[src/rtl/pipeline_stall_ctrl_pkg.sv]
// Shared definitions for the pipeline stall/flush sequencer: StallBus codes,
// sequencer states and the width of the post-flush bubble counter.
package pipeline_stall_ctrl_pkg;

    localparam logic [1:0] CODE_PASS = 2'b00;
    localparam logic [1:0] CODE_HOLD = 2'b01;
    localparam logic [1:0] CODE_BUBB = 2'b10;

    // Wide enough for the largest supported FLUSH_CYCLES value (7).
    localparam int FLUSH_CNT_W = 3;

    typedef enum logic [1:0] {
        ST_RUN      = 2'd0,
        ST_MEM_WAIT = 2'd1,
        ST_FLUSH    = 2'd2
    } state_e;

endpackage

[src/rtl/pipeline_stall_ctrl_perf_cnt.sv]
// Saturating stall-cycle / flush counter pair for the stall sequencer.
// Only instantiated when STALL_PERF_EN is defined.
module pipeline_stall_ctrl_perf_cnt #(
    parameter int CNT_W = 32
) (
    input  logic             clk,
    input  logic             rst_n,
    input  logic             stall_inc_i,
    input  logic             flush_inc_i,
    output logic [CNT_W-1:0] stall_cycles_o,
    output logic [CNT_W-1:0] flush_count_o
);

    logic [CNT_W-1:0] stall_q, stall_d;
    logic [CNT_W-1:0] flush_q, flush_d;

    // Both counters stick at all-ones instead of wrapping.
    always_comb begin
        stall_d = stall_q;
        flush_d = flush_q;
        if (stall_inc_i && (stall_q != '1)) begin
            stall_d = stall_q + 1'b1;
        end
        if (flush_inc_i && (flush_q != '1)) begin
            flush_d = flush_q + 1'b1;
        end
    end

    always_ff @(posedge clk or negedge rst_n) begin
        if (!rst_n) begin
            stall_q <= '0;
            flush_q <= '0;
        end else begin
            stall_q <= stall_d;
            flush_q <= flush_d;
        end
    end

    assign stall_cycles_o = stall_q;
    assign flush_count_o  = flush_q;

endmodule

[src/rtl/pipeline_stall_ctrl.sv]
// Stall/flush sequencer for the 5-stage core: one StallBus code per pipeline register.
// Optional perf counters are built only when STALL_PERF_EN is defined.
module pipeline_stall_ctrl
    import pipeline_stall_ctrl_pkg::*;
#(
    parameter int STALL_W      = 2,
    parameter int FLUSH_CYCLES = 1,
    parameter int CNT_W        = 32
) (
    input  logic               clk,
    input  logic               rst_n,
    input  logic               if_stall_req,
    input  logic               id_stall_req,
    input  logic               mem_stall_req,
    input  logic               branch_error_i,
    output logic [STALL_W-1:0] stall_pc,
    output logic [STALL_W-1:0] stall_if_id,
    output logic [STALL_W-1:0] stall_id_ex,
    output logic [STALL_W-1:0] stall_ex_mem,
    output logic [STALL_W-1:0] stall_mem_wb,
    output logic               branch_flush_o,
    output logic [CNT_W-1:0]   stall_cycles,
    output logic [CNT_W-1:0]   flush_count
);

    localparam logic [STALL_W-1:0] PASS = STALL_W'(CODE_PASS);
    localparam logic [STALL_W-1:0] HOLD = STALL_W'(CODE_HOLD);
    localparam logic [STALL_W-1:0] BUBB = STALL_W'(CODE_BUBB);

    state_e                   state_q, state_d;
    logic                     flush_pend_q, flush_pend_d;
    logic [FLUSH_CNT_W-1:0]   flush_cnt_q, flush_cnt_d;
    logic                     do_flush;

    // A pending flush only fires once the memory stall has released EX/MEM.
    assign do_flush = ~mem_stall_req & (branch_error_i | flush_pend_q);

    always_comb begin
        stall_pc       = PASS;
        stall_if_id    = PASS;
        stall_id_ex    = PASS;
        stall_ex_mem   = PASS;
        stall_mem_wb   = PASS;
        branch_flush_o = 1'b0;
        state_d        = state_q;
        flush_pend_d   = flush_pend_q;
        flush_cnt_d    = flush_cnt_q;

        if (!rst_n) begin
            state_d = ST_RUN;
        end else if (mem_stall_req) begin
            stall_pc     = HOLD;
            stall_if_id  = HOLD;
            stall_id_ex  = HOLD;
            stall_ex_mem = HOLD;
            stall_mem_wb = BUBB;
            state_d      = ST_MEM_WAIT;
            if (branch_error_i) begin
                flush_pend_d = 1'b1;
            end
        end else if (do_flush) begin
            branch_flush_o = 1'b1;
            stall_if_id    = BUBB;
            stall_id_ex    = BUBB;
            flush_pend_d   = 1'b0;
            flush_cnt_d    = FLUSH_CNT_W'(FLUSH_CYCLES);
            state_d        = ST_FLUSH;
        end else if (state_q == ST_FLUSH) begin
            // Redirect window: discard stale fetches; ID already holds a bubble.
            stall_pc = if_stall_req ? HOLD : PASS;
            state_d  = ST_RUN;
            if (flush_cnt_q != '0) begin
                stall_if_id = BUBB;
                flush_cnt_d = flush_cnt_q - 1'b1;
                if (flush_cnt_q != FLUSH_CNT_W'(1)) begin
                    state_d = ST_FLUSH;
                end
            end
        end else if (id_stall_req) begin
            stall_pc    = HOLD;
            stall_if_id = HOLD;
            stall_id_ex = BUBB;
            state_d     = ST_RUN;
        end else if (if_stall_req) begin
            stall_pc    = HOLD;
            stall_if_id = BUBB;
            state_d     = ST_RUN;
        end else begin
            state_d = ST_RUN;
        end
    end

    always_ff @(posedge clk or negedge rst_n) begin
        if (!rst_n) begin
            state_q      <= ST_RUN;
            flush_pend_q <= 1'b0;
            flush_cnt_q  <= '0;
        end else begin
            state_q      <= state_d;
            flush_pend_q <= flush_pend_d;
            flush_cnt_q  <= flush_cnt_d;
        end
    end

`ifdef STALL_PERF_EN
    logic any_stall;

    assign any_stall = (stall_pc     != PASS) | (stall_if_id  != PASS) |
                       (stall_id_ex  != PASS) | (stall_ex_mem != PASS) |
                       (stall_mem_wb != PASS);

    pipeline_stall_ctrl_perf_cnt #(
        .CNT_W (CNT_W)
    ) u_perf_cnt (
        .clk            (clk),
        .rst_n          (rst_n),
        .stall_inc_i    (any_stall),
        .flush_inc_i    (branch_flush_o),
        .stall_cycles_o (stall_cycles),
        .flush_count_o  (flush_count)
    );
`else
    assign stall_cycles = '0;
    assign flush_count  = '0;
`endif

endmodule

[config.mk]
export PLATFORM = sky130hd
export DESIGN_NAME = pipeline_stall_ctrl
export DESIGN_NICKNAME = d
export VERILOG_FILES = /design/src/rtl/pipeline_stall_ctrl_pkg.sv /design/src/rtl/pipeline_stall_ctrl_perf_cnt.sv /design/src/rtl/pipeline_stall_ctrl.sv
export SDC_FILE = /design/constraint.sdc
export NUM_CORES = 1
export LEC_CHECK = 0
export BUFFER_PORTS_ARGS = -buffer_cell sky130_fd_sc_hd__buf_2
export CORE_ASPECT_RATIO = 0.7
export CORE_UTILIZATION = 34
export DETAILED_ROUTE_END_ITERATION = 10
export MAX_ROUTING_LAYER = met4
export PLACE_DENSITY = 0.76
export SYNTH_ARGS = -nofsm -noshare
export SYNTH_HDL_FRONTEND = slang
export SYNTH_HIERARCHICAL = 1
export SYNTH_SLANG_ARGS = --single-unit
[constraint.sdc]
create_clock -name clk -period 1.2 [get_ports clk]
set_input_delay 0.06 -clock clk [delete_from_list [all_inputs] [get_ports clk]]
set_output_delay 0.06 -clock clk [all_outputs]
set_load 0.05 [all_outputs]
==> impl_results.md <==
* Vias in the first global route at 485
* Cts bufs inserted at 3
* Sw frac at 53.9%
* Share of layout cells above drive strength 1 at 32.6%
* Most common cell in the netlist: buf_4
* Worst r2r src: flush_cnt_q[0]
* Yosys top cell area share at 55.6%
* Ys flop type: dfrtp_1
* Post-synth ARST share at 100%
* CP startpoint: flush_cnt_q[0]
* Fin. max-slew vios at 0
* Leakage power at 0.576 nW
* Status: complete, but fails checks
* Cells after Synth at 115
* Clk sink count at 6
* Crit path capture: stall_if_id[1]
* Syn. warnings at 6
* Iteration-0 DRC Markers at 9
* GRT overflow at 0
* Maximum Capacitance Violations at 0
* Startpoint type of the worst setup path: flip-flop
* WHS at 0.185 ns
* Worst Reg-to-Reg Cells at 8
* Routed WL at 1.71 mm
* Crit path arrival time at 1.41 ns
* Count of different cell masters after synthesis at 25
* Peak VDD IR at 502 µV
* Placement Setup Slack at -0.109 ns
* CP max-delay cell: dfrtp_1
* Area leader, netlist: buf_4
* Top cells by area, synth: buf_4 (56%), dfrtp_1 (16%), ha_1 (4.0%), nand2b_1 (3.3%), a21oi_1 (2.1%)
* Finished Core Util at 39.8%
* Routed via count at 633
* Clk pwr share at 19.2%
* Initial core utilization at 37.0%
* Seq pwr share at 16.2%
* Via density at 3.62
* Synthesized area at 945 µm²
* Hpwl dp at 1.13 mm
* Num ports at 81
* Setup violations, final at 7
* CP cell instances: inv_2, ha_4, nor2b_4, o21ai_2, o21a_2, buf_8
* Overall power at 1.67 mW
* Skew-Pair Late Insertion Delay at 0.23 ns
* Largest net degree at the start of global routing at 8
* Die area at 3000 µm²
* Fin. Hold Viols at 0
* Power Internal at 0.769 mW
* Core area at 2550 µm²
* Antenna diode instance count at 0
* Reg-to-reg endpoint: flush_cnt_q[2]
* Failing checks: negative setup slack
* CTS H-Tree Depth at 1
* Placer congestion estimate at 0.842
* TritonCTS clock tree: built
* Part of the power in combinational logic at 64.7%
* Total number of cells along the worst setup path at 6
* Standard-cell rows at 15
* Port bufs at 13
* Sequential fraction of the synthesis area at 15.9%
* Commonest cells in the netlist: buf_4 (70), dfrtp_1 (6), nand2b_1 (5), a21oi_1 (4), nor2_1 (4)
* DR pass1 iterations at 4
* WP data required at 1.14 ns
* Max FO, Critical Path at 2
* Root Buffer: clkbuf_8
* Worst path top cell family by delay: flip-flops
* Drt drc at 0
* Setup TNS Final at -0.594 ns
* CP peak stage delay at 0.38 ns
* WP buf/inv at 2
* Worst hold path type: input port to flip-flop
* GRT Util Overall at 11.4%
* Clock slew at reported path FFs at 0.04 ns
* Number of fill cells at 277
* Clk buf depth at 2
* Power Dens Cells at 1640 nW/µm²
* Fin nets at 152
* Die height at 46.1 µm
* Post-route ant nets at 0
* Layout area overhead at 7.42%
* Clock skew at 0.00216 ns
* Synth Register Bits at 6
* Kind of critical path: flip-flop to output port
* Post-synth EDFFs at 0
* First-pass GRT wire length at 2.25 mm
* RSZ-0062 raised after global routing: true
* Die W at 65 µm
* Worst Setup End Kind: output port
* Antenna violations before repair at 0
* R2r setup slk at -0.17 ns
* P_sw at 0.897 mW
* Mean Syn Cell Area at 8.21 µm²
* Fmax at 679 MHz
* WL/cell at 9.77 µm
* Final period utilization at 123%
* Final WS setup at -0.272 ns
* Fin crit period at 1.47 ns
layout make-up:
| cell class | count | area (µm²) | share of cell area (%) |
|---|---|---|---|
| Tap cell | 34 | 42.5 | 4.19 |
| Inverter | 2 | 7.51 | 0.740 |
| Timing Repair Buffer | 27 | 204 | 20.1 |
| Multi-Input combinational cell | 103 | 568 | 56.0 |
| Sequential cell | 6 | 151 | 14.9 |
| Clock buffer | 3 | 41.3 | 4.07 |
cells in the final DEF, fill, tap and decap left out, drive strengths merged, types with 3 or more instances in the layout:
master	n
dfrtp	6
buf	26
ha	3
a21oi	4
conb	67
clkbuf	3
nor2	5
nand2b	5
o21ai	3
state kept, by name (all words and copies together), names as in the netlist:
register / count
flush_cnt_q: 3
state_q: 2
flush_pend_q: 1
power groups by stage:
stage                     clock network [mW]  registers (mW)  logic (mW)
final                                  0.319           0.269        1.08
after global routing                   0.335           0.273        1.12
after CTS                              0.322           0.268       0.961
after detailed placement                   0           0.267       0.869
after global placement                     0           0.268       0.857
after floorplan                            0           0.269       0.888
through the flow:
step / cells / area, µm²
6_report: 175 / 1010
3_5_place_dp: 164 / 843
5_1_grt: 175 / 1010
4_1_cts: 171 / 966
2_1_floorplan: 181 / 1220
3_3_place_gp: 164 / 843
what timing repair did:
item | in CTS | in global routing
pin swaps | 3 | 5
gates cloned | 0 | 0
endpoints found under the setup margin | 4 | 8
hold buffers | 1 | 0
buffers inserted | 3 | 4
gates resized for setup | 14 | 5
endpoints found under the hold margin | 6 | 0
routing by layer:
layer	GRT usage, %	wire length, µm	vias up
li1	-	-	288
met1	12.7	610	286
met2	17.1	858	53
met3	6.19	201	6
met4	4.89	40	0
met5	-	0	-
tightest hold or removal path: cells and delay by family:
kind | cells | cell delay [ns]
buffers and inverters | 1 | 0.14
AND/OR/NAND/NOR | 1 | 0.09
AO/OA/AOI/OAI | 1 | 0.08
cells by family after synthesis:
logic type                 share of synthesized area, %
other                                             0.397
adders and majority gates                          3.97
and+or+nand+nor                                    14.6
buffers and inverters                              56.4
AOI/OAI and AO/OA                                  8.74
DFF                                                15.9
how the worst min path moves through the flow:
stage	endpoint	cells past startpoint	slack [ns]	from
5_1_grt	state_q[0]	2	0.24	mem_stall_req
3_3_place_gp	flush_cnt_q[0]	1	-0.11	rst_n
2_1_floorplan	flush_cnt_q[0]	0	-0.24	rst_n
4_1_cts	flush_pend_q	3	0.19	branch_error_i
6_report	flush_pend_q	3	0.18	branch_error_i
3_5_place_dp	flush_cnt_q[0]	1	-0.12	rst_n
Note: power is estimated with default switching activity, not from simulation.
